## src/rtl/prog_sequencer.sv

```systemverilog
// Run-control sequencer: owns the program counter and the IDLE/RUN/HALT state.
// Optional executed-cycle counter is enabled by defining SEQ_CYCLE_CNT_EN.
module prog_sequencer #(
  parameter int              PC_W       = 10,
  parameter logic [PC_W-1:0] START_ADDR = '0,
  parameter int              CNT_W      = 16
) (
  input  logic             Clk,
  input  logic             Reset,
  input  logic             Start,
  input  logic [8:0]       Instruction,
  input  logic             Branch,
  input  logic             BranchCond,
  input  logic             CondFlag,
  input  logic [PC_W-1:0]  Target,
  output logic [PC_W-1:0]  ProgCtr,
  output logic             ExecEn,
  output logic             Busy,
  output logic             Done,
  output logic [CNT_W-1:0] CycleCount
);

  typedef enum logic [1:0] {
    IDLE = 2'b00,
    RUN  = 2'b01,
    HALT = 2'b10
  } state_t;

  state_t            state_reg, state_next;
  logic [PC_W-1:0]   pc_reg, pc_next;
  logic              busy_reg, done_reg;
  logic              halt;
  logic              take_branch;

  assign halt        = (Instruction == 9'h1FF);
  assign take_branch = Branch && (!BranchCond || CondFlag);

  always_comb begin
    state_next = state_reg;
    pc_next    = pc_reg;
    case (state_reg)
      IDLE, HALT: begin
        if (Start) begin
          state_next = RUN;
          pc_next    = START_ADDR;
        end
      end
      RUN: begin
        // The halt word also decodes as R-type, so it must win over Branch.
        if (halt) begin
          state_next = HALT;
        end else if (take_branch) begin
          pc_next = Target;
        end else begin
          pc_next = pc_reg + 1'b1;
        end
      end
      default: state_next = IDLE;
    endcase
  end

  always_ff @(posedge Clk) begin
    if (Reset) begin
      state_reg <= IDLE;
      pc_reg    <= START_ADDR;
      busy_reg  <= 1'b0;
      done_reg  <= 1'b0;
    end else begin
      state_reg <= state_next;
      pc_reg    <= pc_next;
      busy_reg  <= (state_next == RUN);
      done_reg  <= (state_next == HALT);
    end
  end

  // A pending synchronous reset squashes any write in the cycle it is applied.
  assign ExecEn  = (state_reg == RUN) && !halt && !Reset;
  assign ProgCtr = pc_reg;
  assign Busy    = busy_reg;
  assign Done    = done_reg;

`ifdef SEQ_CYCLE_CNT_EN
  logic [CNT_W-1:0] cnt_reg;
  logic             launch;

  assign launch = (state_next == RUN) && (state_reg != RUN);

  always_ff @(posedge Clk) begin
    if (Reset || launch) begin
      cnt_reg <= '0;
    end else if ((state_reg == RUN) && (cnt_reg != '1)) begin
      cnt_reg <= cnt_reg + 1'b1;
    end
  end

  assign CycleCount = cnt_reg;
`else
  assign CycleCount = '0;
`endif

endmodule

```

## config.mk

```make
export PLATFORM = sky130hd
export DESIGN_NAME = prog_sequencer
export DESIGN_NICKNAME = d
export VERILOG_FILES = /design/src/rtl/prog_sequencer.sv
export SDC_FILE = /design/constraint.sdc
export NUM_CORES = 1
export LEC_CHECK = 0
export BUFFER_PORTS_ARGS = -buffer_cell sky130_fd_sc_hd__buf_2
export CORE_MARGIN = 5
export CORE_UTILIZATION = 47
export DETAILED_ROUTE_END_ITERATION = 16
export PLACE_DENSITY = 0.84
export SKIP_CTS_REPAIR_TIMING = 1
export SLEW_MARGIN = 10
export SYNTH_ARGS = -nofsm -noshare
export SYNTH_HDL_FRONTEND = slang
export SYNTH_SLANG_ARGS = --single-unit
```

## constraint.sdc

```tcl
create_clock -name Clk -period 3.19 [get_ports Clk]
set_clock_uncertainty 0.2 [all_clocks]
set_input_delay 0.319 -clock Clk [delete_from_list [all_inputs] [get_ports Clk]]
set_output_delay 0.319 -clock Clk [all_outputs]
set_load 0.005 [all_outputs]
```

# Word level (Yosys, flattened, before mapping)
# Index checks and enable logic that the tools add are counted.
# Widths: inputs -> output; s select.
# op_classes
reduce_logical	11
n_eq_ne	7
muxes	7
add_sub_neg	1
# op_table
op	n
$mux 10	3
$pmux 10 s2	1
$add 10x1->10 const B	1
$eq 9x9->1 const B	1
$eq 2x1->1 const B	2
$eq 2x2->1 const B	2
$mux 2	2
$ne 2x2->1 const B	2
$pmux 2 s2	1
$logic_and 1x1->1	3
$logic_not 1->1	3
$reduce_and 3->1	1
$logic_not 2->1	1
$reduce_bool 2->1	1
$reduce_or 2->1	1
$logic_or 1x1->1	1
# word_totals
out_inout_bits	29
input_bits	25
register_bits	14

# Depth between registers and ports, before layout
# logic_depth
depth_word	6
ltp_mapped	6
mapped_depth_nobuf	6

# Worst setup path after synthesis
# No wires, ideal clock.
# synth_timing
kind	register to register
from	register pc_reg[0], in the netlist ProgCtr[0]
to	register pc_reg[8], in the netlist ProgCtr[8]
synth_period_minus_slack_ns	1.798
arrival_ns	1.481
required_time_ns	2.873
slack_ns	1.392
n_path_buf	0
path_stages_with_launch	6
path_cell_list	dfxtp_1 > ha_1 > and4_1 > nand4_1 > a32o_1 > a22o_1
# synth_via
elab_chain_len	4
# synth_rtl
item	line	source
from (decl)	30	logic [PC_W-1:0] pc_reg, pc_next;
from (signal assigned)	70	pc_reg <= pc_next;
$add 10x1->10	55	pc_next = pc_reg + 1'b1;
$mux 10	52	end else if (take_branch) begin
$mux 10	50	if (halt) begin
$pmux 10 s2	41	case (state_reg)
# Every way passes these cells. The select of a mux whose other input is x is not followed.
# A chain may end at the register's enable or synchronous reset.

# Worst setup path after layout
# Same ends and word-level chain as after synthesis.

==> metrics.txt <==
worst hold-check slack 114 ps; post-DR wirelength/cell 13.4 um; Reg power frac 50.8%; share of flip-flops with an asynchronous set or reset after synthesis 0%; Die H 55.8 um; Area Growth Syn to Fin 17.0%; overflow left after global routing 0; static power due to leakage approximately 0.52 nW; number of max-cap violations 0; total negative slack 0 ps; endpoint of the worst-slack reg-to-reg timing path ProgCtr[8]; worst-case vdd ir drop 0.209 mV; worst reg2reg setup slack 1250 ps; post-synth design cell area 986 um2; count of final max-slew check failures 0; via density per instance 5.67; crit end category register; final-report hold violation count 0; Clk network pwr share between 20% and 30%; startpoint of the tightest hold check path Reset; total inserted antenna cells 0; RSZ-0062 raised after global routing false; Worst Path Max Fanout 8; maximum level of the CTS H-tree 1; start point of the critical path ProgCtr[0]; first-iteration detailed-routing DRC count 51; number of instances in the synthesized netlist 120; DRC 0; Core Footprint 1980 um2; proportion of power drawn by combinational gates approximately 22%; Primary FF master, synth dfxtp_1; power dissipated by switching net loads 0.115 mW; YS warnings 0; detailed-placement wirelength estimate 1920 um; required time reported for the critical path endpoint 3170 ps; Hold Crit Endpoint state_reg[1]; TritonCTS clock tree yes; critical path data arrival time 1920 ps; number of buffers on the longest clock path 2; hold crit path type in -> reg; insertion delay to the later sink of the worst-skew pair 280 ps; global routing usage summed across all routing layers 16.0%; depth of the worst register-to-register path 5; DIE AREA 3110 um2; Hold Path Stages 2; Boundary Pins 54; via count between 1,000 and 1,500; worst flop-to-flop path startpoint ProgCtr[0]; Final Cycle Share 60.8%; max reg flops 10; post-detailed-route count of antenna-violating nets 0; type of origin of the critical path register; # setup viols final 0; switching share of power 30.3%; number of synthesized flops with an enable pin 0; min Tclk post-route 1940 ps; design internal power approximately 0.27 mW; number of antenna violations at the first check in global routing 0; Sinks on Clock Net 14; effective utilization at floorplan 49.7%; Die X 55.8 um; register bit count reported by yosys 14; clock buffers created by TritonCTS 3; type of the worst setup path reg -> reg; root cell of the clock tree clkbuf_4; number of nets in the layout between 150 and 200; wire length of the first global-routing pass 4200 um; row count 16; first-pass iteration count of the detailed router 4; final RePlAce weighted congestion between 0.8 and 0.9; proportion of layout cells with a drive suffix above 1 30.1%; number of global-route vias before repair 983; detailed-route wire length 2450 um; clock input transition at the sequential cells of the worst setup and hold paths around 90 ps; average instance area after synthesis 8.22 um2; power density over cell area 330 nW/um2; number of port buffers 37; sequential-to-total area share from yosys stat about 28%; Max Freq 0.515 GHz; maximum number of pins on one net before global-route repair 12; result of the run finished clean; number of distinct library cells after synthesis 41
## final cells by class
| type | count | area [um2] |
|---|---|---|
| Fill cell | 196 | 828 |
| Multi-Input combinational cell | 96 | 603 |
| Sequential cell | 14 | 280 |
| Timing Repair Buffer | 38 | 193 |
| Tap cell | 27 | 33.8 |
| Clock buffer | 3 | 22.5 |
| Inverter | 5 | 21.3 |
## cell usage in the layout, fill, tap and decap left out, drive strengths merged, types with 3 or more instances in the layout
cell type	instances
a21oi	7
a22oi	3
a32oi	6
buf	38
clkbuf	3
conb	16
dfxtp	14
inv	5
mux2i	3
nand2	7
nand3	7
nand4	4
nor2	6
o22ai	4
o31ai	3
## critical path: stages (launching register included)
cell     delay [ps]
dfxtp_1         460
ha_1            250
and4_1          280
nand4_1         150
a32o_1          290
a22o_1          220
## synthesized netlist by cell type, types with 2 or more instances
cell / instances / area (um2)
clkbuf_1: 2 / 7.51
o2bb2a_1: 2 / 20.0
nand2_1: 6 / 22.5
nand3_1: 7 / 35.0
buf_2: 2 / 10.0
inv_1: 4 / 15.0
dfxtp_1: 14 / 280
o21ai_0: 2 / 10.0
nor2_1: 6 / 22.5
buf_4: 16 / 120
nand4_1: 4 / 25.0
nor2b_1: 2 / 12.5
a22oi_1: 3 / 22.5
nor3_1: 2 / 10.0
and3_1: 2 / 12.5
o22ai_1: 4 / 25.0
mux2i_1: 3 / 30.0
a21oi_1: 7 / 35.0
nand2b_1: 2 / 12.5
o31ai_1: 3 / 22.5
a32oi_1: 6 / 52.6
and4_1: 2 / 17.5
## stage by stage
step           instance area, um2  setup slack, ps  std cells  utilization (%)  power, mW
2_1_floorplan                1040             1390        135                -      0.261
3_3_place_gp                 1130             1310        180             57.1      0.279
3_5_place_dp                 1130             1280        180             57.1      0.280
4_1_cts                      1150             1260        183             58.2      0.380
5_1_grt                      1150             1150        183             58.2      0.402
6_report                     1150             1250        183             58.2      0.380
## worst max path at each step
| stage | endpoint |
|---|---|
| after floorplan | ProgCtr[8] |
| after global placement | ProgCtr[8] |
| after detailed placement | ProgCtr[8] |
| after CTS | ProgCtr[8] |
| after global routing | ProgCtr[8] |
| final | ProgCtr[8] |
## power groups by stage
| stage | registers [mW] | logic [mW] | clock network (mW) |
|---|---|---|---|
| final | 0.193 | 0.0848 | 0.102 |
| after CTS | 0.193 | 0.0839 | 0.103 |
| after global routing | 0.195 | 0.0948 | 0.112 |
| after floorplan | 0.196 | 0.0649 | 0 |
| after detailed placement | 0.197 | 0.0835 | 0 |
| after global placement | 0.196 | 0.0824 | 0 |
## cells by family (layout without fill, tap and decap cells)
kind of cell | Yosys count | after routing | synth area share (%)
other | 1 | 16 | 0.380
AO/OA/AOI/OAI | 32 | 32 | 23.5
adder cells (fa/ha/maj) | 1 | 1 | 1.27
flip-flops | 14 | 14 | 28.4
buffers and inverters | 25 | 46 | 16.1
multiplexers | 3 | 3 | 3.05
AND/OR/NAND/NOR | 44 | 44 | 27.3
## layer usage
metal  part of all wire (%)  vias to the layer above  GRT usage [%]
met4                    1.4                        0           5.90
met5                      0                        -              0
met1                     38                      468           17.1
li1                       -                      498              -
met3                     12                        4           4.64
met2                     49                       67           29.4
Note: power is estimated with default switching activity, not from simulation.
